===== src/rtl/stream_demux_ctrl_pkg.sv =====
// Shared types and constants for the stream demultiplexer controller.
// The output stage has two states; mode selects how each word's destination is chosen.
package stream_demux_ctrl_pkg;

    typedef enum logic {
        ST_EMPTY = 1'b0,
        ST_FULL  = 1'b1
    } state_t;

    localparam logic MODE_STEER = 1'b0;
    localparam logic MODE_RR    = 1'b1;

endpackage


===== src/rtl/stream_demux_ctrl_if.sv =====
// Handshake bundle between one producer, the demux, and N_OUT consumer channels.
// A word moves on a port only in a cycle where both its valid and its ready are high.
interface stream_demux_ctrl_if #(
    parameter int N_OUT  = 4,
    parameter int DATA_W = 8,
    parameter int SEL_W  = 2,
    parameter int CNT_W  = 16
);
    logic                    mode;
    logic [DATA_W-1:0]       in_data;
    logic [SEL_W-1:0]        in_dest;
    logic                    in_valid;
    logic                    in_ready;
    logic [N_OUT*DATA_W-1:0] out_data;
    logic [N_OUT-1:0]        out_valid;
    logic [N_OUT-1:0]        out_ready;
    logic                    dest_err;
    logic [CNT_W-1:0]        xfer_cnt;

    modport slave (
        input  mode, in_data, in_dest, in_valid, out_ready,
        output in_ready, out_data, out_valid, dest_err, xfer_cnt
    );

    modport master (
        output mode, in_data, in_dest, in_valid, out_ready,
        input  in_ready, out_data, out_valid, dest_err, xfer_cnt
    );
endinterface


===== src/rtl/stream_demux_ctrl_rr_pointer.sv =====
// Round-robin channel pointer: advances one step per request and wraps
// from N_OUT-1 back to 0, so non-power-of-2 channel counts never see an unused index.
module stream_demux_ctrl_rr_pointer #(
    parameter int N_OUT = 4,
    parameter int SEL_W = 2
) (
    input  logic             clk,
    input  logic             rst,
    input  logic             i_advance,
    output logic [SEL_W-1:0] o_ptr
);
    localparam logic [SEL_W-1:0] LAST = SEL_W'(N_OUT - 1);

    logic [SEL_W-1:0] r_ptr;

    always_ff @(posedge clk) begin
        if (rst) begin
            r_ptr <= '0;
        end else if (i_advance) begin
            r_ptr <= (r_ptr == LAST) ? '0 : r_ptr + 1'b1;
        end
    end

    assign o_ptr = r_ptr;
endmodule


===== src/rtl/stream_demux_ctrl.sv =====
// 1-to-N_OUT stream demultiplexer with a single registered output stage.
// Destination comes from in_dest (steered) or from the round-robin pointer.
module stream_demux_ctrl
    import stream_demux_ctrl_pkg::*;
#(
    parameter int N_OUT  = 4,
    parameter int DATA_W = 8,
    parameter int SEL_W  = 2,
    parameter int CNT_W  = 16
) (
    input  logic                    clk,
    input  logic                    rst,
    stream_demux_ctrl_if.slave      bus,
    output state_t                  o_dbg_state,
    output logic [SEL_W-1:0]        o_dbg_rr_ptr
);
    localparam logic [SEL_W:0] N_OUT_W = (SEL_W + 1)'(N_OUT);

    state_t                  r_state;
    logic [SEL_W-1:0]        r_cur_dest;
    logic [N_OUT*DATA_W-1:0] r_out_data;
    logic [N_OUT-1:0]        r_out_valid;
    logic                    r_dest_err;
    logic [CNT_W-1:0]        r_xfer_cnt;

    logic [SEL_W-1:0]        w_rr_ptr;
    logic [SEL_W-1:0]        w_dest;
    logic                    w_dest_ok;
    logic                    w_accept;
    logic                    w_deliver;

    // The input may take a word whenever the output register is free or is being drained this cycle.
    assign bus.in_ready = !rst && (r_state == ST_EMPTY || bus.out_ready[r_cur_dest]);
    assign w_accept     = bus.in_valid && bus.in_ready;
    assign w_deliver    = (r_state == ST_FULL) && bus.out_ready[r_cur_dest];
    assign w_dest       = (bus.mode == MODE_RR) ? w_rr_ptr : bus.in_dest;
    assign w_dest_ok    = {1'b0, w_dest} < N_OUT_W;

    stream_demux_ctrl_rr_pointer #(
        .N_OUT (N_OUT),
        .SEL_W (SEL_W)
    ) u_rr_pointer (
        .clk       (clk),
        .rst       (rst),
        .i_advance (w_accept && bus.mode == MODE_RR),
        .o_ptr     (w_rr_ptr)
    );

    always_ff @(posedge clk) begin
        if (rst) begin
            r_state     <= ST_EMPTY;
            r_cur_dest  <= '0;
            r_out_data  <= '0;
            r_out_valid <= '0;
            r_dest_err  <= 1'b0;
            r_xfer_cnt  <= '0;
        end else begin
            r_dest_err <= w_accept && !w_dest_ok;
            if (w_deliver) begin
                r_xfer_cnt <= r_xfer_cnt + 1'b1;
            end
            // A dropped out-of-range word leaves the register alone but still frees it if drained.
            case (r_state)
                ST_EMPTY: begin
                    if (w_accept && w_dest_ok) begin
                        r_state                             <= ST_FULL;
                        r_cur_dest                          <= w_dest;
                        r_out_data[w_dest*DATA_W +: DATA_W] <= bus.in_data;
                        r_out_valid                         <= {{(N_OUT-1){1'b0}}, 1'b1} << w_dest;
                    end
                end
                ST_FULL: begin
                    if (w_accept && w_dest_ok) begin
                        r_cur_dest                          <= w_dest;
                        r_out_data[w_dest*DATA_W +: DATA_W] <= bus.in_data;
                        r_out_valid                         <= {{(N_OUT-1){1'b0}}, 1'b1} << w_dest;
                    end else if (w_deliver) begin
                        r_state     <= ST_EMPTY;
                        r_out_valid <= '0;
                    end
                end
                default: r_state <= ST_EMPTY;
            endcase
        end
    end

    assign bus.out_data  = r_out_data;
    assign bus.out_valid = r_out_valid;
    assign bus.dest_err  = r_dest_err;
    assign bus.xfer_cnt  = r_xfer_cnt;
    assign o_dbg_state   = r_state;
    assign o_dbg_rr_ptr  = w_rr_ptr;
endmodule

===== src/flat_wrapper.sv =====
// flat-port wrapper written by rule: the top's interface ports become plain ports
module stream_demux_ctrl_flat import stream_demux_ctrl_pkg::*;
#(
    parameter int N_OUT  = 4,
    parameter int DATA_W = 8,
    parameter int SEL_W  = 2,
    parameter int CNT_W  = 16
)
  (clk, rst, o_dbg_state, o_dbg_rr_ptr, bus_mode, bus_in_data, bus_in_dest, bus_in_valid, bus_out_ready, bus_in_ready, bus_out_data, bus_out_valid, bus_dest_err, bus_xfer_cnt);
  stream_demux_ctrl_if #(.N_OUT(N_OUT), .DATA_W(DATA_W), .SEL_W(SEL_W), .CNT_W(CNT_W)) bus_i ();
  input  logic clk;
  input  logic rst;
  output state_t o_dbg_state;
  output logic [SEL_W-1:0] o_dbg_rr_ptr;
  input wire logic [$bits(bus_i.mode)-1:0] bus_mode;
  input wire logic [$bits(bus_i.in_data)-1:0] bus_in_data;
  input wire logic [$bits(bus_i.in_dest)-1:0] bus_in_dest;
  input wire logic [$bits(bus_i.in_valid)-1:0] bus_in_valid;
  input wire logic [$bits(bus_i.out_ready)-1:0] bus_out_ready;
  output wire logic [$bits(bus_i.in_ready)-1:0] bus_in_ready;
  output wire logic [$bits(bus_i.out_data)-1:0] bus_out_data;
  output wire logic [$bits(bus_i.out_valid)-1:0] bus_out_valid;
  output wire logic [$bits(bus_i.dest_err)-1:0] bus_dest_err;
  output wire logic [$bits(bus_i.xfer_cnt)-1:0] bus_xfer_cnt;
  assign bus_i.mode = bus_mode;
  assign bus_i.in_data = bus_in_data;
  assign bus_i.in_dest = bus_in_dest;
  assign bus_i.in_valid = bus_in_valid;
  assign bus_i.out_ready = bus_out_ready;
  assign bus_in_ready = bus_i.in_ready;
  assign bus_out_data = bus_i.out_data;
  assign bus_out_valid = bus_i.out_valid;
  assign bus_dest_err = bus_i.dest_err;
  assign bus_xfer_cnt = bus_i.xfer_cnt;
  stream_demux_ctrl #(.N_OUT(N_OUT), .DATA_W(DATA_W), .SEL_W(SEL_W), .CNT_W(CNT_W)) u_core (.clk(clk), .rst(rst), .bus(bus_i), .o_dbg_state(o_dbg_state), .o_dbg_rr_ptr(o_dbg_rr_ptr));
endmodule

===== config.mk =====
export PLATFORM = sky130hd
export DESIGN_NAME = stream_demux_ctrl_flat
export DESIGN_NICKNAME = d
export VERILOG_FILES = /design/src/rtl/stream_demux_ctrl_pkg.sv /design/src/rtl/stream_demux_ctrl_if.sv /design/src/rtl/stream_demux_ctrl_rr_pointer.sv /design/src/rtl/stream_demux_ctrl.sv /design/src/flat_wrapper.sv
export SDC_FILE = /design/constraint.sdc
export NUM_CORES = 1
export LEC_CHECK = 0
export BUFFER_PORTS_ARGS = -buffer_cell sky130_fd_sc_hd__buf_2
export CAP_MARGIN = 30
export CORE_MARGIN = 2
export CORE_UTILIZATION = 51
export CTS_CLUSTER_DIAMETER = 100
export DETAILED_ROUTE_END_ITERATION = 10
export PLACE_DENSITY = 0.87
export SETUP_SLACK_MARGIN = 0.2
export SLEW_MARGIN = 20
export SYNTH_ARGS = -nofsm -noshare
export SYNTH_HDL_FRONTEND = slang
export SYNTH_HIERARCHICAL = 1
export SYNTH_SLANG_ARGS = --single-unit

===== constraint.sdc =====
create_clock -name clk -period 2.17 [get_ports clk]
set_input_delay 0.1085 -clock clk [delete_from_list [all_inputs] [get_ports clk]]
set_output_delay 0.1085 -clock clk [all_outputs]
set_load 0.1 [all_outputs]

Yosys cells after proc, flatten, opt, wreduce, memory -nomap -nowiden
Index checks and enable logic that the tools add are counted.
{"block": "word_totals", "regBits": 57, "input_bits": 18, "output_inout_bits": 57, "wordCells": 39}
{"block": "op_classes", "addsub": 3, "magnitude_cmp": 1, "n_eq_ne": 3, "shifts": 3, "n_mux": 15, "bitwise": 1, "n_reduce_logical": 7}
{"operator": "$neg A5 Y34", "n": 1}
{"operator": "$shift A8 B34 Y32 const A", "n": 1}
{"operator": "$shiftx A8 B34 Y32", "n": 1}
{"operator": "$bwmux W32", "n": 1}
{"operator": "$mux W32", "n": 1}
{"operator": "$add A16 B1 Y16 const B", "n": 1}
{"operator": "$mux W4", "n": 3}
{"operator": "$pmux W4 S2", "n": 1}
{"operator": "$mux W2", "n": 3}
{"operator": "$logic_and A1 B1 Y1", "n": 4}
{"operator": "$mux W1", "n": 4}
{"operator": "$shl A1 B2 Y4 const A", "n": 1}
{"operator": "$lt A2 B3 Y1 const B", "n": 1}
{"operator": "$ne A3 B3 Y1 const B", "n": 1}
{"operator": "$add A2 B1 Y2 const B", "n": 1}
{"operator": "$bmux W1 S2", "n": 1}
{"operator": "$eq A2 B2 Y1 const B", "n": 1}
{"operator": "$ne A2 B1 Y1 const B", "n": 1}
{"operator": "$pmux W1 S2", "n": 1}
{"operator": "$reduce_and A2 Y1", "n": 1}
{"operator": "$logic_not A1 Y1", "n": 1}
{"operator": "$logic_or A1 B1 Y1", "n": 1}
{"operator": "$not A1 Y1", "n": 1}

Longest topological paths before layout
Gate-level depths: netlist of run 1.
{"block": "logic_depth", "word_depth": 7, "depth_mapped": 7, "depth_no_buf": 7}

Cells and area by module
The synthesis of run 1 kept the hierarchy.
{"module": "stream_demux_ctrl", "instances": 1, "cells_each": 279, "area_per_inst_um2": 2449.8, "seq_area_each_um2": 1101.1}
{"module": "stream_demux_ctrl_rr_pointer", "instances": 1, "cells_each": 8, "area_per_inst_um2": 86.3, "seq_area_each_um2": 40.0}

Worst setup path after synthesis of run 1
OpenSTA, ideal clock, no wires.
{"block": "synth_path", "path_kind": "flip-flop to output port", "startpoint": "reg u_core.r_state, in the netlist u_core/o_dbg_state", "endpoint": "out bus_in_ready", "arrival_ps": 2679, "t_required_ps": 2061, "slack_ps": -618, "path_stages_with_launch": 6, "n_path_buf": 2, "cell_sequence": "dfxtp_1 > buf_2 > nand2b_1 > clkbuf_1 > o22ai_1 > nor2_1"}
{"block": "synth_via", "elab_chain_cells": 3}
{"item": "start, declared", "line": "stream_demux_ctrl.sv:19", "text": "state_t r_state;"}
{"item": "start signal, assigned", "line": "stream_demux_ctrl.sv:51", "text": "r_state <= ST_EMPTY;"}
{"item": "start signal, assigned", "line": "stream_demux_ctrl.sv:66", "text": "r_state <= ST_FULL;"}
{"item": "start signal, assigned", "line": "stream_demux_ctrl.sv:78", "text": "r_state <= ST_EMPTY;"}
{"item": "$not A1 Y1", "line": "stream_demux_ctrl.sv:33", "text": "assign bus.in_ready = !rst && (r_state == ST_EMPTY || bus.out_ready[r_cur_dest]);"}
{"item": "$logic_or A1 B1 Y1", "line": "stream_demux_ctrl.sv:33"}
{"item": "$logic_and A1 B1 Y1", "line": "stream_demux_ctrl.sv:33"}
{"item": "end, declared", "line": "flat_wrapper.sv:20", "text": "output wire logic [$bits(bus_i.in_ready)-1:0] bus_in_ready;"}
No other way between the ends.

Worst setup path in the final report of run 1
{"block": "layout_path", "startpoint": "reg u_core.u_rr_pointer.r_ptr[0], in the netlist u_core/u_rr_pointer/o_ptr[0]", "endpoint": "reg u_core.r_out_data[15], in the netlist u_core/bus.out_data[15]"}
{"block": "layout_via", "elab_chain_cells": 5, "word_cells_on_any_way": 6, "classes_between": "add/sub (1); shift (2); mux (3)"}
{"item": "start, declared", "line": "stream_demux_ctrl_rr_pointer.sv:14", "text": "logic [SEL_W-1:0] r_ptr;"}
{"item": "start signal, assigned", "line": "stream_demux_ctrl_rr_pointer.sv:20", "text": "r_ptr <= (r_ptr == LAST) ? '0 : r_ptr + 1'b1;"}
{"item": "$mux W2 (*)", "line": "stream_demux_ctrl.sv:36", "text": "assign w_dest = (bus.mode == MODE_RR) ? w_rr_ptr : bus.in_dest;"}
{"item": "named net u_core.w_dest[0]", "line": "stream_demux_ctrl.sv:27", "text": "logic [SEL_W-1:0] w_dest;"}
{"item": "$neg A5 Y34 (*)", "line": "stream_demux_ctrl.sv:68, stream_demux_ctrl.sv:75"}
{"item": "$shiftx A8 B34 Y32 or $shift A8 B34 Y32 (tied branches)", "line": "stream_demux_ctrl.sv:68, stream_demux_ctrl.sv:75"}
{"item": "$bwmux W32 (*)", "line": "stream_demux_ctrl.sv:68, stream_demux_ctrl.sv:75"}
{"item": "$mux W32 (*)", "line": "stream_demux_ctrl.sv:65, stream_demux_ctrl.sv:73"}
{"item": "end signal, assigned by index", "line": "stream_demux_ctrl.sv:68", "text": "r_out_data[w_dest*DATA_W +: DATA_W] <= bus.in_data;"}
{"item": "end signal, assigned by index", "line": "stream_demux_ctrl.sv:75", "text": "r_out_data[w_dest*DATA_W +: DATA_W] <= bus.in_data;"}
{"item": "end, declared", "line": "stream_demux_ctrl.sv:21", "text": "logic [N_OUT*DATA_W-1:0] r_out_data;"}
Mark *: on every way through the listed nets, which the timed path passes. The rest lies on a longest branch. The select of a mux whose other input is x is not followed.
A chain may end at the register's enable or synchronous reset.

==> results.md, run 1 <==
- Tmin final: 1940 ps
- Pwr/cell area: 726 nW/um2
- Cts hold-fix bufs: 0
- Netlist Area Pre-Place: 2540 um2
- Share of layout cells above drive strength 1: 35.0%
- Critical path buffer and inverter count: 1
- CTS tree: yes
- RSZ-0062 raised after global routing: no
- Max Cap Viol: 0
- Tot GR Track Use: 23.2%
- Primary FF master, synth: dfxtp_1
- FF+latch count, synth: 57
- Metal2 WL: 3.16 mm
- Largest area contributor in the netlist: dfxtp_1
- DR WL/cell: 14.4 um
- Worst-Skew Late Latency: 330 ps
- Fmax: 0.516 GHz
- Crit. Startpoint: u_core/u_rr_pointer/o_ptr[0]$_SDFFE_PP0P_
- Cell Chain, Critical Path: mux2i_4, inv_1, ha_1, and3b_1, o221ai_1, nand2_1, a21oi_1
- Worst slew pin tran: 710 ps
- Total number of yosys warnings: 6
- CTS sink cnt: 57
- Routed Antenna Nets: 0
- Design area: 3260 um2
- Crit-path max FO: 8
- H-tree Lvls: 3
- Tot Pwr: 2.37 mW
- Top-area cell type share of the netlist area: 45.0%
- Worst Hold End: u_core/bus.out_data[18]$_SDFFE_PP0P_
- Post-synth EDFFs: 0
- # IOs: 75
- Startpoint Class: flip-flop
- 1st-pass router iterations: 6
- Core area: 4750 um2
- Post-Route M1 WL: 2.66 mm
- Most numerous cell in the Yosys netlist: dfxtp_1
- Area Growth Syn to Fin: 28.6%
- Via density per instance: 5.60
- Synth Instances: 287
- Die footprint: 5550 um2
- First-pass GRT wire length: 9.87 mm
- Number of cells on the worst reg-to-reg path: 7
- Mapped Nets: 314
- R2r endpoint: u_core/bus.out_data[15]$_SDFFE_PP0P_
- # rows: 25
- Vias in the first global route: 2171
- Netlist cell types: 36
- Max-slew violations: 0
- Critical Path RT: 2420 ps
- P_leak: 1.42 nW
- Reg2reg start: u_core/u_rr_pointer/o_ptr[0]$_SDFFE_PP0P_
- Final wirelength: 6.30 mm
- Status: completed
- Setup-failing EPs final: 0
- Crit end category: flip-flop
- Hold path cells: 3
- 1st-iter DRT viols: 204
- TritonCTS Buffers: 9
- Max Buffers Root-to-Sink: 2
- Met3 routed WL: 337 um
- Initial antenna violation count: 0
- CP max stage cell: dfxtp_2
- Critical path class: reg -> reg
- Placed cells: 419
- Hold path start: bus_in_data[2]
- Root Driver: clkbuf_8
- DRC: 0
- Setup WS pre-CTS: 211 ps
- Nets@finish: 393
- Top cells by area, synth: dfxtp_1 45%, a21oi_1 6.3%, nand3_1 6.1%
- Worst Clk Skew: 6.69 ps
- DIE HEIGHT: 74.5 um
- Port buffer count: 73
- GR Overflow Total: 0
- CP top delay family: compound AO/OA/AOI/OAI gates
- Via count: 2452
- Fin Setup TNS: 0 ps
- Fin cells: 438
- Fill cell count: 409
- Final hold violations: 0
- Largest net degree at the start of global routing: 36
- Max_slew headroom: 52.7%
- Initial Util: 53.3%
- Period utilization: 89.2%
- Post-synthesis sequential area ratio: 45.0%
- CP peak stage delay: 350 ps
- PnR worst setup slack: 234 ps
- Dpl cell area: 3010 um2
- Die span in x: 74.5 um
- Ys async rst share: 0%
- Worst vdd ir: 0.439 mV
- Hold WC Path Type: in -> reg
- Synth top cells by count: 57 x dfxtp_1, 39 x nand2_1, 32 x a21oi_1
- Uppermost layer routed: met4
- Flop-to-flop setup slack: 230 ps
- RePlAce Congestion: 0.799
- Syn avg cell area: 8.84 um2
- Arrival @ worst endpoint: 2190 ps
- Post-DP HPWL: 4.26 mm
- Worst-path clk slew: 70 ps
- ANT cells: 0
## how the worst max path moves through the flow
stage | depth (start not counted) | end
finish | 7 | u_core/bus.out_data[15]$_SDFFE_PP0P_
detailed placement | 5 | u_core/bus.out_data[0]$_SDFFE_PP0P_
floorplan | 6 | u_core/bus.out_data[10]$_SDFFE_PP0P_
CTS | 5 | u_core/bus.out_data[26]$_SDFFE_PP0P_
global route | 7 | u_core/bus.out_data[15]$_SDFFE_PP0P_
global placement | 5 | u_core/bus.out_data[3]$_SDFFE_PP0P_
## where the power goes
| group | total [mW] | switching [mW] | internal [mW] |
|---|---|---|---|
| combinational | 0.325 | 0.241 | 0.0836 |
| clock | 0.967 | 0.425 | 0.542 |
| sequential | 1.08 | 0.0163 | 1.06 |
## layout by cell type, fill, tap and decap left out, types with 9 or more instances in the layout
cell type  count
a21oi_1       32
clkbuf_8      11
xor2_1         9
nand2_1       39
ha_1           9
buf_2         72
dfxtp_1       43
dfxtp_2       12
nor2_1        18
nand3_1       31
## kinds of logic after synthesis
group	count (synthesis)	synth area share [%]
compound gates	61	15.6
xor+xnor	9	3.11
fa+ha+maj	9	4.44
buf+inv	20	3.50
flops	57	45.0
mux	10	4.54
other cells	1	0.148
simple gates	120	23.7
## registers in the layout, summed over array words and instances (netlist names)
name	cells
u_core/bus.out_data	32
u_core/bus.out_valid	4
u_core/bus.xfer_cnt	16
u_core/o_dbg_state	1
u_core/r_cur_dest	2
u_core/u_rr_pointer/o_ptr	2
## routing by layer
layer / GRT usage [%] / vias to the layer above
met5: 0 / -
met4: 11.5 / 0
met1: 28.9 / 1151
li1: - / 1195
met3: 4.47 / 16
met2: 38.4 / 90
## stage by stage
| stage | hold slack, ps | utilization, % |
|---|---|---|
| after floorplan | 170 | - |
| after global placement | 405 | 63.3 |
| after detailed placement | 414 | 63.3 |
| after CTS | 61.3 | 67.7 |
| after global routing | 78.0 | 68.6 |
| final | 73.7 | 68.6 |
## what timing repair did
item                       in CTS  in global routing
pin swaps                       0                  0
setup endpoints to repair       9                 34
buffers inserted                0                  3
resized for setup               2                  6
## area by class of cell
type / count / area [um2] / share of cell area [%]
inverter: 7 / 26.3 / 0.806
clock buffer: 12 / 176 / 5.41
clock inverter: 4 / 23.8 / 0.729
multi-input combinational: 210 / 1360 / 41.7
tap: 67 / 83.8 / 2.57
sequential: 57 / 1160 / 35.7
timing repair buffer: 81 / 428 / 13.1
## worst min-delay path, stage by stage
cell and delay, ps:
buf_2 130, nand3_1 70, a21oi_1 50
No activity file was read; power rests on OpenSTA's default activity.
==> run 2: changes to the inputs <==
RECOVER_POWER = 50   (was not set)
==> run 2 against run 1 <==
Compared with the run above: clock-buffer cell count stayed put; register-to-register slack is essentially flat; largest power group unchanged; critical path depth fell by 3; largest cell class unchanged; first-iteration DRC count decreased by 22%; final cell count is the same; cell area shrank 2.3%.
==> results.md, run 2 (synthesis results as in run 1) <==
- Max_slew headroom: 19.8% (-33 points)
- Root Driver: clkbuf_8
- First-pass GRT wire length: 9.87 mm (unchanged)
- Fmax: 0.506 GHz (-1.9%)
- Tmin final: 1970 ps (+38.3 ps)
- Max Buffers Root-to-Sink: 2 (unchanged)
- Design area: 3190 um2 (-2.3%)
- Worst-Skew Late Latency: 330 ps (about the same)
- Core area: 4750 um2 (unchanged)
- Largest net degree at the start of global routing: 36 (unchanged)
- Sequential Power Share: 45.6% (about the same)
- DIE HEIGHT: 74.5 um (unchanged)
- P_leak: 1.18 nW (-17%)
- DR WL/cell: 14.6 um (+1.2%)
- Die span in x: 74.5 um (unchanged)
- Setup-failing EPs final: 0 (unchanged)
- Share of layout cells above drive strength 1: 19.9% (-15 points)
- Max Cap Viol: 0 (unchanged)
- Final hold violations: 0 (unchanged)
- Sw power: 0.681 mW (-0.13%)
- Pwr/cell area: 742 nW/um2 (+2.1%)
- Initial antenna violation count: 0 (unchanged)
- # rows: 25 (unchanged)
- Via density per instance: 5.64 (+0.69%)
- ANT cells: 0 (unchanged)
- Port buffer count: 73 (unchanged)
- Worst slew pin tran: 1210 ps (+499 ps)
- TritonCTS Buffers: 9 (unchanged)
- Routed Antenna Nets: 0 (unchanged)
- Vias in the first global route: 2171 (unchanged)
- Arrival @ worst endpoint: 1870 ps (-320 ps)
- Max FFs per register: 32 (unchanged)
- Period utilization: 91.0% (+1.8 points)
- Nets@finish: 393 (unchanged)
- Placed cells: 419 (unchanged)
- Combinational share of power: 13.6% (about the same)
- Crit end category: output pin
- Critical Path RT: 2060 ps (-360 ps)
- Crit-path max FO: 9 (+1)
- Final wirelength: 6.37 mm (+1.2%)
- Worst-path clk slew: 70 ps (about the same)
- 1st-pass router iterations: 4 (-2)
- DRC: 0 (unchanged)
- Startpoint Class: flip-flop
- Commonest cells after routing, fill and taps aside: 55 x clkbuf_1, 43 x dfxtp_1, 39 x nand2_1, 32 x a21oi_1, 31 x nand3_1
- GR Overflow Total: 0 (unchanged)
- Area Growth Syn to Fin: 25.7%
- Worst hold slack: 78.3 ps (+4.62 ps)
- Die footprint: 5550 um2 (unchanged)
- CTS sink cnt: 57 (unchanged)
- Worst vdd ir: 0.443 mV (+0.92%)
- Tot GR Track Use: 23.2% (unchanged)
- Fin cells: 438 (unchanged)
- CTS tree: yes
- Most common cell after layout, fill and taps aside: clkbuf_1
- Critical path class: reg -> out
- Int Pwr: 1.68 mW (-0.24%)
- Via count: 2469 (+0.69%)
- # IOs: 75 (unchanged)
- RePlAce Congestion: 0.799 (unchanged)
- Clock share of power: 40.9% (about the same)
- Fin Setup TNS: 0 ps (unchanged)
- Tot Pwr: 2.36 mW (-0.21%)
- Sw frac: 28.8% (about the same)
- Hold WC Path Type: in -> reg
- 1st-iter DRT viols: 160 (-22%)
- Max-slew violations: 0 (unchanged)
- Status: completed
- Initial Util: 53.3% (unchanged)
- H-tree Lvls: 3 (unchanged)
- Post-DP HPWL: 4.26 mm (unchanged)
- Worst Clk Skew: 5.65 ps (-1.04 ps)
- Dpl cell area: 3010 um2 (unchanged)
- RSZ-0062 raised after global routing: no
-- run 2: through the flow --
stage | setup slack (ps) | util, %
after floorplan | 221 | -
after global placement | 287 | 63.3
after detailed placement | 211 | 63.3
after CTS | 196 | 67.7
after global routing | 121 | 67.0
final | 195 | 67.0
-- run 2: final cells by class --
type,instances,area [um2]
Clock buffer,12,176
Clock inverter,4,23.8
Fill cell,435,1570
Inverter,7,26.3
Multi-Input combinational cell,210,1350
Sequential cell,57,1160
Tap cell,67,83.8
Timing Repair Buffer,81,359
-- run 2: timing repair --
| item | 4_1_cts | 5_1_grt |
|---|---|---|
| buffers inserted | 0 | 3 |
| cloned | 0 | 0 |
| endpoints found under the setup margin | 9 | 34 |
| hold buffers | 0 | 0 |
| gates resized for setup | 2 | 6 |
-- run 2: path summary, 6_finish.rpt --
path                                               end                                 startpoint  slack, ps  cells past startpoint
setup reg to reg  u_core/bus.out_data[15]$_SDFFE_PP0P_  u_core/u_rr_pointer/o_ptr[0]$_SDFFE_PP0P_        230                      7
hold / removal     u_core/bus.out_data[1]$_SDFFE_PP0P_                             bus_in_data[1]         80                      3
setup / recovery                          bus_in_ready          u_core/r_cur_dest[0]$_SDFFE_PP0P_        200                      4
hold reg to reg   u_core/bus.out_data[20]$_SDFFE_PP0P_       u_core/bus.out_data[20]$_SDFFE_PP0P_        450                      2
-- run 2: per-layer routing --
metal | global-route usage (%) | vias to the layer above | routed length (um)
met5 | 0 | - | 0
met4 | 11.5 | 0 | 160
met3 | 4.47 | 20 | 447
met2 | 38.4 | 106 | 3170
met1 | 28.9 | 1152 | 2590
li1 | - | 1191 | -
-- run 2: critical path, stage by stage (launching register included) --
cell and delay [ps]:
dfxtp_1 410, mux2_2 430, o22ai_1 370, nor2_4 40, clkbuf_4 280
-- run 2: power groups by stage --
stage	combinational (mW)	sequential (mW)	clock (mW)
finish	0.321	1.08	0.965
detailed placement	0.301	1.10	0
floorplan	0.154	1.18	0
CTS	0.309	1.08	0.979
global route	0.339	1.08	1.03
global placement	0.298	1.10	0
==> run 3: changes to the inputs <==
RECOVER_POWER = 25   (was 50)
==> run 3 against run 2 <==
Compared with the run above: clock power barely moved; hold slack got worse by 2.3 ps; clock skew fell by 1.3 ps; critical path type is now reg -> reg; largest cell class unchanged; highest routed layer unchanged.
==> results.md, run 3 (synthesis results as in run 1) <==
- Max-slew violations: 0 (unchanged)
- Port buffer count: 73 (unchanged)
- Area Growth Syn to Fin: 27.2%
- Worst vdd ir: 0.442 mV (-0.21%)
- Post-Route M1 WL: 2.65 mm (+2.1%)
- Max Buffers Root-to-Sink: 2 (unchanged)
- Number of cells on the worst reg-to-reg path: 7 (unchanged)
- Die span in x: 74.5 um (unchanged)
- FF/Latch Area: 1160 um2 (unchanged)
- Area of the multi-input gates: 1360 um2 (+0.46%)
- Sequential Power Share: 45.5% (about the same)
- Initial antenna violation count: 0 (unchanged)
- Hold WC Path Type: in -> reg
- Status: completed
- Sw power: 0.680 mW (-0.17%)
- Max Cap Viol: 0 (unchanged)
- DIE HEIGHT: 74.5 um (unchanged)
- Vias in the first global route: 2171 (unchanged)
- Share of layout cells above drive strength 1: 27.5% (+7.5 points)
- Worst Clk Skew: 4.31 ps (-1.33 ps)
- H-tree Lvls: 3 (unchanged)
- Sw frac: 28.8% (-0.067 points)
- Worst-Skew Late Latency: 330 ps (about the same)
- 1st-pass router iterations: 4 (unchanged)
- PnR worst setup slack: 222 ps (+27.0 ps)
- CP max stage cell: dfxtp_2
- Reg2reg start: u_core/u_rr_pointer/o_ptr[0]$_SDFFE_PP0P_
- 1st-iter DRT viols: 183 (+14%)
- Worst Hold End: u_core/bus.out_data[18]$_SDFFE_PP0P_
- Setup WS pre-CTS: 211 ps (unchanged)
- Hold path cells: 3 (unchanged)
- R2r endpoint: u_core/bus.out_data[15]$_SDFFE_PP0P_
- GR Overflow Total: 0 (unchanged)
- Metal2 WL: 3.16 mm (-0.60%)
- Hold path start: bus_in_data[2]
- CTS tree: yes
- Design area: 3230 um2 (+1.3%)
- Met3 routed WL: 359 um (-20%)
- Routed Antenna Nets: 0 (unchanged)
- Commonest cells after routing, fill and taps aside: 44 x buf_2, 43 x dfxtp_1, 39 x nand2_1, 32 x a21oi_1, 31 x nand3_1
- First-pass GRT wire length: 9.87 mm (unchanged)
- CP peak stage delay: 350 ps (-80 ps)
- Worst-path clk slew: 70 ps (about the same)
- RSZ-0062 raised after global routing: no
- Setup-failing EPs final: 0 (unchanged)
- Placed cells: 419 (unchanged)
- Largest net degree at the start of global routing: 36 (unchanged)
- P_leak: 1.30 nW (+10%)
- Tot Pwr: 2.36 mW (about the same)
- Worst slew pin tran: 1210 ps (-1.15 ps)
- Fin Setup TNS: 0 ps (unchanged)
- Crit end category: flip-flop
- Via count: 2453 (-0.65%)
- TritonCTS Buffers: 9 (unchanged)
- CTS sink cnt: 57 (unchanged)
- Uppermost layer routed: met4
- # rows: 25 (unchanged)
- Tmin final: 1950 ps (-27.0 ps)
- Pwr/cell area: 733 nW/um2 (-1.2%)
- Tot GR Track Use: 23.2% (unchanged)
- Via density per instance: 5.60 (-0.65%)
- Final wirelength: 6.30 mm (-1.2%)
- Flop-to-flop setup slack: 220 ps (about the same)
- Int Pwr: 1.68 mW (+0.15%)
- Max_slew headroom: 19.9% (+0.076 points)
- Fin cells: 438 (unchanged)
- Most common cell after layout, fill and taps aside: buf_2
- Dpl cell area: 3010 um2 (unchanged)
- Crit-path max FO: 8 (-1)
- Combinational share of power: 13.7% (about the same)
- Core area: 4750 um2 (unchanged)
- Max FFs per register: 32 (unchanged)
- Post-DP HPWL: 4.26 mm (unchanged)
- Nets@finish: 393 (unchanged)
- Fmax: 0.513 GHz (+1.4%)
- Fill cell count: 420 (-3.4%)
- Period utilization: 89.8% (-1.2 points)
- Root Driver: clkbuf_8
- ANT cells: 0 (unchanged)
- Critical path class: reg -> reg
- # IOs: 75 (unchanged)
- Arrival @ worst endpoint: 2200 ps (+330 ps)
- Startpoint Class: flip-flop
- Clock share of power: 40.7% (-0.2 points)
- Cell Chain, Critical Path: mux2i_4, inv_1, ha_1, and3b_1, o221ai_1, nand2_1, a21oi_1
- Initial Util: 53.3% (unchanged)
- Final hold violations: 0 (unchanged)
- DRC: 0 (unchanged)
- Critical Path RT: 2420 ps (+360 ps)
- Die footprint: 5550 um2 (unchanged)
- DR WL/cell: 14.4 um (-1.2%)
- RePlAce Congestion: 0.799 (unchanged)
-- run 3: cell types whose count changed in the layout (fill, tap and decap cells not counted), sizes merged --
| cell | before | now |
|---|---|---|
| buf | 25 | 52 |
| clkbuf | 68 | 41 |
-- run 3: layer usage --
layer	global-route usage, %	vias up
li1	-	1191
met2	38.4	91
met3	4.47	16
met4	11.5	0
met5	0	-
met1	28.9	1155
-- run 3: layout make-up --
class | count | area share (%)
multi-input combinational | 210 | 42.1
inverter | 7 | 0.814
sequential | 57 | 36.1
clock inverter | 4 | 0.737
timing repair buffer | 81 | 12.2
tap | 67 | 2.60
clock buffer | 12 | 5.47
-- run 3: critical path: cells and delay by family (launching register included) --
kind | cells | cell delay (ps)
buf+inv | 1 | 220
mux | 1 | 280
simple gates | 2 | 360
compound gates | 2 | 430
fa+ha+maj | 1 | 240
flops | 1 | 350
-- run 3: how the worst max path moves through the flow --
stage / startpoint / end / cells past startpoint
2_1_floorplan: u_core/u_rr_pointer/o_ptr[0]$_SDFFE_PP0P_ / u_core/bus.out_data[10]$_SDFFE_PP0P_ / 6
3_3_place_gp: u_core/u_rr_pointer/o_ptr[1]$_SDFFE_PP0P_ / u_core/bus.out_data[3]$_SDFFE_PP0P_ / 5
3_5_place_dp: u_core/u_rr_pointer/o_ptr[1]$_SDFFE_PP0P_ / u_core/bus.out_data[0]$_SDFFE_PP0P_ / 5
4_1_cts: u_core/u_rr_pointer/o_ptr[1]$_SDFFE_PP0P_ / u_core/bus.out_data[26]$_SDFFE_PP0P_ / 5
5_1_grt: u_core/u_rr_pointer/o_ptr[0]$_SDFFE_PP0P_ / u_core/bus.out_data[15]$_SDFFE_PP0P_ / 7
6_report: u_core/u_rr_pointer/o_ptr[0]$_SDFFE_PP0P_ / u_core/bus.out_data[15]$_SDFFE_PP0P_ / 7
-- run 3: what timing repair did --
| item | CTS | global route |
|---|---|---|
| setup buffers | 0 | 3 |
| resized for setup | 2 | 6 |
| setup endpoints to repair | 9 | 34 |
| gates cloned | 0 | 0 |
| hold buffers | 0 | 0 |
-- run 3: per-stage QoR --
step | hold WS, ps | util [%]
2_1_floorplan | 170 | -
3_3_place_gp | 405 | 63.3
3_5_place_dp | 414 | 63.3
4_1_cts | 61.3 | 67.7
5_1_grt | 78.0 | 67.9
6_report | 76.0 | 67.9
-- run 3: power by group through the flow --
stage / Combinational (mW) / Clock, mW / Sequential, mW
detailed placement: 0.301 / 0 / 1.10
global placement: 0.298 / 0 / 1.10
global route: 0.342 / 1.03 / 1.08
CTS: 0.309 / 0.979 / 1.08
finish: 0.324 / 0.963 / 1.08
floorplan: 0.154 / 0 / 1.18
